--- src/rtl/array4x4_multiplier.sv ---
// Unsigned 4x4 array multiplier: AND-gate partial products reduced by a ripple array of
// 4 half-adder and 8 full-adder cells, followed by one registered product stage (1-cycle latency).

module half_adder (
    input  logic a_i,
    input  logic b_i,
    output logic s_o,
    output logic c_o
);
    assign s_o = a_i ^ b_i;
    assign c_o = a_i & b_i;
endmodule

module full_adder (
    input  logic a_i,
    input  logic b_i,
    input  logic c_i,
    output logic s_o,
    output logic c_o
);
    assign s_o = a_i ^ b_i ^ c_i;
    assign c_o = (a_i & b_i) | (c_i & (a_i ^ b_i));
endmodule

module array4x4_multiplier (
    input  logic       clk,
    input  logic       rst_n,
    input  logic [3:0] A,
    input  logic [3:0] B,
    output logic [7:0] P
);
    logic [3:0] pp [4];
    logic [7:0] p_comb;
    logic [7:0] p_d;
    logic [7:0] p_q;

    // Row r sums (s) and carries (c), indexed by column within the row.
    logic [3:0] s1, c1, s2, c2, s3, c3;

    always_comb begin
        for (int i = 0; i < 4; i++) begin
            for (int j = 0; j < 4; j++) begin
                pp[i][j] = A[j] & B[i];
            end
        end
    end

    // Row 1: shifted row 0 plus pp[1]; half adders at both ends.
    half_adder u_r1_0 (.a_i(pp[0][1]), .b_i(pp[1][0]),            .s_o(s1[0]), .c_o(c1[0]));
    full_adder u_r1_1 (.a_i(pp[0][2]), .b_i(pp[1][1]), .c_i(c1[0]), .s_o(s1[1]), .c_o(c1[1]));
    full_adder u_r1_2 (.a_i(pp[0][3]), .b_i(pp[1][2]), .c_i(c1[1]), .s_o(s1[2]), .c_o(c1[2]));
    half_adder u_r1_3 (.a_i(pp[1][3]), .b_i(c1[2]),               .s_o(s1[3]), .c_o(c1[3]));

    // Row 2: previous sums plus pp[2]; top column takes row 1 carry-out.
    half_adder u_r2_0 (.a_i(s1[1]), .b_i(pp[2][0]),            .s_o(s2[0]), .c_o(c2[0]));
    full_adder u_r2_1 (.a_i(s1[2]), .b_i(pp[2][1]), .c_i(c2[0]), .s_o(s2[1]), .c_o(c2[1]));
    full_adder u_r2_2 (.a_i(s1[3]), .b_i(pp[2][2]), .c_i(c2[1]), .s_o(s2[2]), .c_o(c2[2]));
    full_adder u_r2_3 (.a_i(c1[3]), .b_i(pp[2][3]), .c_i(c2[2]), .s_o(s2[3]), .c_o(c2[3]));

    // Row 3: same shape as row 2; its carry-out is product bit 7.
    half_adder u_r3_0 (.a_i(s2[1]), .b_i(pp[3][0]),            .s_o(s3[0]), .c_o(c3[0]));
    full_adder u_r3_1 (.a_i(s2[2]), .b_i(pp[3][1]), .c_i(c3[0]), .s_o(s3[1]), .c_o(c3[1]));
    full_adder u_r3_2 (.a_i(s2[3]), .b_i(pp[3][2]), .c_i(c3[1]), .s_o(s3[2]), .c_o(c3[2]));
    full_adder u_r3_3 (.a_i(c2[3]), .b_i(pp[3][3]), .c_i(c3[2]), .s_o(s3[3]), .c_o(c3[3]));

    assign p_comb = {c3[3], s3[3], s3[2], s3[1], s3[0], s2[0], s1[0], pp[0][0]};
    assign p_d    = p_comb;

    always_ff @(posedge clk or negedge rst_n) begin
        if (!rst_n) begin
            p_q <= 8'h00;
        end else begin
            p_q <= p_d;
        end
    end

    assign P = p_q;
endmodule

--- config.mk ---
export PLATFORM = sky130hd
export DESIGN_NAME = array4x4_multiplier
export DESIGN_NICKNAME = d
export VERILOG_FILES = /design/src/rtl/array4x4_multiplier.sv
export SDC_FILE = /design/constraint.sdc
export NUM_CORES = 1
export LEC_CHECK = 0
export BUFFER_PORTS_ARGS = -buffer_cell sky130_fd_sc_hd__buf_4
export CORE_AREA = 2 2 39 41
export CTS_BUF_LIST = sky130_fd_sc_hd__clkbuf_8 sky130_fd_sc_hd__clkbuf_16
export DETAILED_ROUTE_END_ITERATION = 16
export DIE_AREA = 0 0 41 43
export PLACE_DENSITY = 0.69
export RECOVER_POWER = 100
export SLEW_MARGIN = 20
export SYNTH_ARGS = -nofsm -noshare
export SYNTH_HDL_FRONTEND = slang
export SYNTH_SLANG_ARGS = --single-unit
--- constraint.sdc ---
create_clock -name clk -period 0.8 [get_ports clk]
set_input_delay 0.16 -clock clk [delete_from_list [all_inputs] [get_ports clk]]
set_output_delay 0.16 -clock clk [all_outputs]
set_load 0.01 [all_outputs]
==> results of run 1 <==
[where the power goes]
| part | switching [W] | internal (W) |
|---|---|---|
| Combinational | 0.000229 | 0.000326 |
| Clock | 0.000137 | 0.000324 |
| Sequential | 0.0000368 | 0.000487 |
| Total | 0.000402 | 0.00114 |
[cell families after synthesis]
logic type	Yosys count	share of synthesized area [%]
buffers and inverters	12	8.37
flip-flops	8	37.2
AND/OR/NAND/NOR	16	15.3
adder cells (fa/ha/maj)	12	39.1
[critical path, delay by kind of cell]
family,cells,cell delay (ps)
simple gates,1,140
fa+ha+maj,8,3000
buf+inv,5,220
[timing repair]
| item | 4_1_cts | 5_1_grt |
|---|---|---|
| buffers inserted | 0 | 1 |
| setup endpoints to repair | 14 | 14 |
| cloned | 0 | 0 |
| hold buffers | 1 | 0 |
| hold endpoints to repair | 8 | 0 |
| gates resized for setup | 13 | 6 |
| pin swaps | 1 | 1 |
[layout make-up]
class	instances	area, um2	area share [%]
Clock buffer	3	41.3	4.60
Timing Repair Buffer	26	243	27.1
Multi-Input combinational cell	28	348	38.8
Sequential cell	8	200	22.3
Inverter	12	45.0	5.02
Tap cell	16	20.0	2.23
[synth_stat cells]
library cell and count:
fa_1 8, inv_1 12, ha_1 4, nand2_1 7, dfrtp_1 8, and2_1 9
[stage by stage]
stage | util [%] | TNS (ps) | setup WS, ps
3_5_place_dp | 55.5 | -12440 | -2850
4_1_cts | 63.7 | -11550 | -2620
3_3_place_gp | 55.5 | -12380 | -2830
6_report | 64.8 | -11430 | -2610
5_1_grt | 64.8 | -11950 | -2680
2_1_floorplan | - | -11470 | -2680
[path summary, 6_finish.rpt]
path	end	slack [ps]	depth (start not counted)
max	P[6]	-2610	14
max in group asynchronous	P[4]	150	2
min in group asynchronous	P[3]	370	2
min	P[0]	260	3
[metal layers]
layer / routed length [um] / up-vias / global-route usage, %
li1: - / 195 / -
met1: 345 / 195 / 15.8
met2: 557 / 11 / 23.1
met3: 27 / 0 / 1.57
met4: 0 / 0 / 8.00
met5: 0 / - / 0
==> results.md, run 1 <==
Run status:
- The flow ran to the end, but the final reports show violations.
- The final reports fail on negative setup slack.

Final layout:
- The number of fill cells is 102.
- The area overhead of the layout relative to synthesis is 66.7%.
- The leading cell type in the layout, fill and taps excluded is buf_4.
- The number of nets in the final layout is 101.
- The finished cells cover 897 um2.
- The register with the most flip-flops in the layout has 8 of them.
- In the final layout, the share of cells above drive strength 1 is 55.8%.
- After the flow finishes, the layout carries non-filler instances totaling 93.
- The number of antenna cells inserted is 0.
- In the layout the commonest cells are buf_4, buf_6, dfrtp_1.

Timing:
- Setup violations remaining at the end of the flow were counted as 14.
- The final period demand of the worst path is 3410 ps.
- The count of final max-slew check failures is 0.
- The normalized max-slew margin is 73.8%.
- Across all setup checks in the final design, the least slack found is -2610 ps.
- The pin slew with the least headroom to its limit is 394 ps.
- The maximum clock frequency is 293 MHz.
- Setup repair after global routing could not meet its margin everywhere.
- The number of endpoints with negative hold slack in the final report is 0.
- The final worst-path cycle share is 427%.
- Across all hold checks on the routed design, the worst slack comes to 260 ps.

Clock tree:
- The number of clock sinks is 8.
- Clock-pin slew was measured on the worst setup and hold paths at 40 ps.
- TritonCTS built the clock tree.
- The maximum root-to-sink buffer count is 2.
- The depth of the CTS H-tree is 1.
- The number of clock buffers added by TritonCTS is 3.
- The cell at the root of the clock tree is clkbuf_8.

Critical path:
- For this design, the slowest cell found on the critical path is fa_2.
- The worst setup path is captured at a register.
- STA classifies the critical path startpoint as an input port.
- Counting stages on the worst path, the most repeated cell is fa_2.
- Traced cell by cell, the critical path runs through buf_8, and2_4, ha_4, inv_2, fa_2, fa_1, inv_2, fa_2, fa_2, inv_2, fa_2, fa_2, fa_1, inv_1.
- The kind of critical path is input port to register.
- For this run, the slowest stage of the critical path takes 530 ps.
- The launching element of the worst setup path is B[0].
- STA puts the critical path data required time at 910 ps.
- Along the worst path, the maximum fanout reaches 3.
- STA puts the critical path data arrival time at 3530 ps.

Global routing:
- The total congestion overflow is 0.
- In the global route stage, overall resource usage came out at 13.8%.
- The first-pass GRT wire length is 1610 um.
- The via count of the first global-routing pass is 414.
- The largest net degree at the start of global routing is 9.
- The initial antenna violation count is 0.

Synthesis:
- After synthesis the netlist holds a flip-flop and latch count of 8.
- The share of the synthesized area in the top cell type is 37.2%.
- The number of nets in the synthesized netlist is 70.
- After synthesis the cells add up to 538 um2.
- Synthesis produced 48 cells.
- Sequential cells were found to cover 37.2% of the synthesized design area.
- The count of different cell masters after synthesis is 6.
- The average cell area after synthesis is 11.2 um2.
- The Yosys step of the flow raised 0 warnings.
- Yosys attributes the largest share of cell area to dfrtp_1, fa_1, and2_1, ha_1, inv_1.
- The top cell type by total area after synthesis is dfrtp_1.

Placed design:
- During placement, the flow inserted port buffers numbering 17.
- The number of cells after detailed placement is 88.
- The final RePlAce weighted congestion is 0.714.
- The wire-length estimate of the detail-placed layout is 740 um.
- Once placement finished, the instance area stood at 768 um2.

Floorplan:
- The die covers 1760 um2.
- Measured along the x axis, the die boundary spans 41 um.
- After floorplanning, the core was sized to cover 1380 um2.
- The floorplan step set the die height to 43 um.
- 18 I/O pins were placed.
- The effective utilization at floorplan is 38.9%.
- The count of standard-cell rows is 14.

Detailed routing:
- The final layout contains routed wiring with a total length of 930 um.
- The routed layout has 401 vias.
- In the routed design, unresolved DRC markers number 0.
- The detail route stage leaves a number of antenna-violating nets equal to 0.
- After detailed routing, the average wire length per cell comes to 10.0 um.
- The pre-antenna-repair detailed-routing pass consisted of 2 iterations.
- Dividing the detail-routed via count by the number of cells gives 4.31.
- After the first detailed-routing iteration, the DRC count stood at 1.

Power and ir drop:
- The post-layout total power is 0.00154 W.
- VDD sags by at most 0.725 mV.
- In this run the static leakage power is 0.439 nW.
- The total power density per cell area is 1720 nW/um2.

Min path:
- The worst hold path belongs to the class input port to register.
- The start point of the worst min-delay path is B[0].

Run:
- The number of max-capacitance violations reported is 0.
No activity file was read; power rests on OpenSTA's default activity.
==> inputs of run 2 (changes only) <==
--- a/config.mk
+++ b/config.mk
@@ -8,10 +8,11 @@
 export BUFFER_PORTS_ARGS = -buffer_cell sky130_fd_sc_hd__buf_4
 export CORE_AREA = 2 2 39 41
 export CTS_BUF_LIST = sky130_fd_sc_hd__clkbuf_8 sky130_fd_sc_hd__clkbuf_16
+export CTS_CLUSTER_SIZE = 24
 export DETAILED_ROUTE_END_ITERATION = 16
 export DIE_AREA = 0 0 41 43
-export PLACE_DENSITY = 0.69
-export RECOVER_POWER = 100
+export PLACE_DENSITY_LB_ADDON = 0.05
+export RECOVER_POWER = 50
 export SLEW_MARGIN = 20
 export SYNTH_ARGS = -nofsm -noshare
 export SYNTH_HDL_FRONTEND = slang
==> run 2 against run 1 <==
The run still ends with negative setup slack left. Total power up 1.1%. Critical path depth unchanged. Sequential cell count unchanged. Die area unchanged. First-iteration DRC count down 100%. Hold slack better by 3.9 ps. Final cell count up 1.1%. Non-clock buffer count up 1. Global-route usage up 2.3 points. Cell area up 0.56%. Largest power group unchanged. Highest routed layer unchanged. Via count up 1.0%. Sequential share of layout area down 0.12 points.
==> results.md, run 2 (same netlist as run 1, synthesis figures left out) <==
Timing:
- The maximum clock frequency is 296 MHz (was 293 MHz).
- The final setup violation count came to 14 (unchanged).
- RSZ-0062 raised after global routing: true (unchanged).
- The final worst-path cycle share came to 423% (was 427%).
- The normalized max-slew margin is 86.9% (was 73.8%).
- The count of final max-slew check failures is 0 (unchanged).
- The pin slew with the least headroom to its limit is 196 ps (was 394 ps).
- The final period demand of the worst path is 3380 ps (was 3410 ps).
- The number of endpoints with negative hold slack in the final report is 0 (unchanged).
- The setup slack after layout is -2580 ps (was -2610 ps).

Global routing:
- The via count of the first global-routing pass is 430 (was 414).
- The busiest metal layer after global routing is met2 (unchanged).
- The met3 routing resource usage after global routing is 3.66% (was 1.57%).
- The largest net degree at the start of global routing is 9 (unchanged).
- The global-route usage over all layers came to 16.1% (was 13.8%).
- The global routing met2 resource utilization is 27.2% (was 23.1%).
- The initial antenna violation count came to 0 (unchanged).
- The first-pass GRT wire length is 1790 um (was 1610 um).
- The total congestion overflow came to 0 (unchanged).
- The met1 global-route usage came to 16.7% (was 15.8%).

Placed design:
- The final RePlAce weighted congestion is 0.700 (was 0.714).
- The cell area after placement is 783 um2 (was 768 um2).
- The number of buffers added on ports is 17 (unchanged).
- The HPWL after detailed placement is 876 um (was 740 um).
- The number of cells after detailed placement is 90 (was 88).

Critical path:
- The critical path data required time is 920 ps (was 910 ps).
- The cell type with the highest occurrence count on the critical path is fa_2 (unchanged).
- The delay of the slowest critical-path stage is 500 ps (was 530 ps).
- The cell with the largest stage delay on the worst path is fa_1 (was fa_2).
- The top fanout value on the critical path is 2 (was 3).
- The kind of capture point of the worst setup path was a register (unchanged).
- The kind of critical path is input port to register (unchanged).
- Ordered list of cells on the worst path: buf_6, and2_4, ha_4, inv_2, fa_2, fa_1, inv_1, fa_2, fa_2, fa_1, inv_2, fa_2, fa_1, inv_1 (was buf_8, and2_4, ha_4, inv_2, fa_2, fa_1, inv_2, fa_2, fa_2, inv_2, fa_2, fa_2, fa_1, inv_1).
- The critical path arrival is 3500 ps (was 3530 ps).
- The startpoint type of the worst setup path is an input port (unchanged).

Clock tree:
- The count of buffers added by post-CTS timing repair for setup is 0 (unchanged).
- The depth of the CTS H-tree is 1 (unchanged).
- The number of clock sinks is 8 (unchanged).
- The number of buffers created by CTS is 3 (unchanged).
- The cell at the root of the clock tree is clkbuf_8 (unchanged).
- The maximum root-to-sink buffer count is 2 (unchanged).
- The clock tree from TritonCTS is done (unchanged).
- The register clock-pin slew on the reported worst setup and hold paths is 40 ps (about the same).

Floorplan:
- The horizontal die dimension was 41 um (unchanged).
- The die boundary height is 43 um (unchanged).
- The floorplan die area came to 1760 um2 (unchanged).
- The top-level port count came to 18 (unchanged).
- The standard cell core area is 1380 um2 (unchanged).
- The count of standard-cell rows is 14 (unchanged).
- The effective utilization at floorplan is 38.9% (unchanged).

Detailed routing:
- The count of routing violations after the opening detailed-route iteration came to 0 (was 1).
- The total wire length is 1070 um (was 930 um).
- The total DRC errors in the routed layout is 0 (unchanged).
- The count of TritonRoute iterations in the first routing pass is 1 (was 2).
- The total vias in the final route was 405 (was 401).
- The number of nets still failing antenna checks after routing was 0 (unchanged).
- The average wire per standard cell came to 11.4 um (was 10.0 um).
- The detail-routed via count per cell is 4.31 (about the same).

Power and ir drop:
- The leakage power of the design came to 0.448 nW (was 0.439 nW).
- The maximum vdd ir drop was 0.612 mV (was 0.725 mV).
- The total power density per cell area came to 1730 nW/um2 (was 1720 nW/um2).

Final layout:
- The leading cell type in the layout, fill and taps excluded is buf_4 (unchanged).
- The final non-filler cell area is 902 um2 (was 897 um2).
- Top library cells by usage in the layout, fill and taps aside: buf_4, buf_6, dfrtp_1 (unchanged).
- The number of nets in the final layout came to 102 (was 101).
- The utilization of the core after routing is 65.2% (was 64.8%).
- The number of antenna cells inserted is 0 (unchanged).
- The count of placed standard cells in the final layout, fillers left out is 94 (was 93).
- The number of fill cells is 123 (was 102).
- The share of layout cells above drive strength 1 is 56.4% (was 55.8%).
- The area overhead of the layout relative to synthesis is 67.7% (was 66.7%).
- The number of flip-flops in the largest register is 8 (unchanged).

Run status:
- Status: finished with violations (unchanged).
- Violated checks: negative setup slack (unchanged).

Run:
- The number of max-capacitance violations reported was 0 (unchanged).

Min path:
- The class of the most critical hold timing path is input port to register (unchanged).
-- run 2: what timing repair did --
item	in CTS	in global routing
gates resized for setup	16	1
setup endpoints to repair	14	14
endpoints found under the hold margin	8	0
hold buffers	1	0
pin swaps	2	1
-- run 2: final timing paths --
kind / startpoint / to / slack (ps) / cells past startpoint
min in group asynchronous: rst_n / P[7] / 320 / 2
worst max-delay path: B[0] / P[6] / -2580 / 14
worst min-delay path: A[0] / P[0] / 260 / 3
max in group asynchronous: rst_n / P[6] / 300 / 2
-- run 2: power breakdown --
group	total, W	leakage [nW]	switching [W]	internal (W)
combinational	0.000557	0.327	0.000228	0.000329
sequential	0.000523	0.0989	0.0000357	0.000487
clock	0.000477	0.0216	0.000152	0.000325
total	0.00156	0.448	0.000416	0.00114
-- run 2: final cells by class --
cell class	count	area, um2	share of cell area [%]
well taps	16	20.0	2.22
inverters	12	45.0	4.99
clock buffers	3	41.3	4.58
flip-flops and latches	8	200	22.2
repair buffers	27	248	27.5
multi-input cells	28	348	38.6
-- run 2: per-stage QoR --
step                hold slack, ps  power (W)  setup WS, ps  setup TNS, ps
CTS                            259    0.00157         -2590         -11490
global route                   260    0.00168         -2660         -11950
floorplan                     -136   0.000731         -2680         -11470
global placement             -22.2   0.000969         -2840         -12350
detailed placement           -20.6   0.000979         -2860         -12470
finish                         264    0.00156         -2580         -11390
-- run 2: layer usage --
metal,share of wire [%],up-vias
met3,6.3,0
met1,37,190
li1,-,198
met4,0,0
met2,57,17
met5,0,-
-- run 2: worst max-delay path: cells and delay by family --
family | cells | cell delay (ps)
buffers and inverters | 5 | 230
AND/OR/NAND/NOR | 1 | 140
adder cells (fa/ha/maj) | 8 | 2980
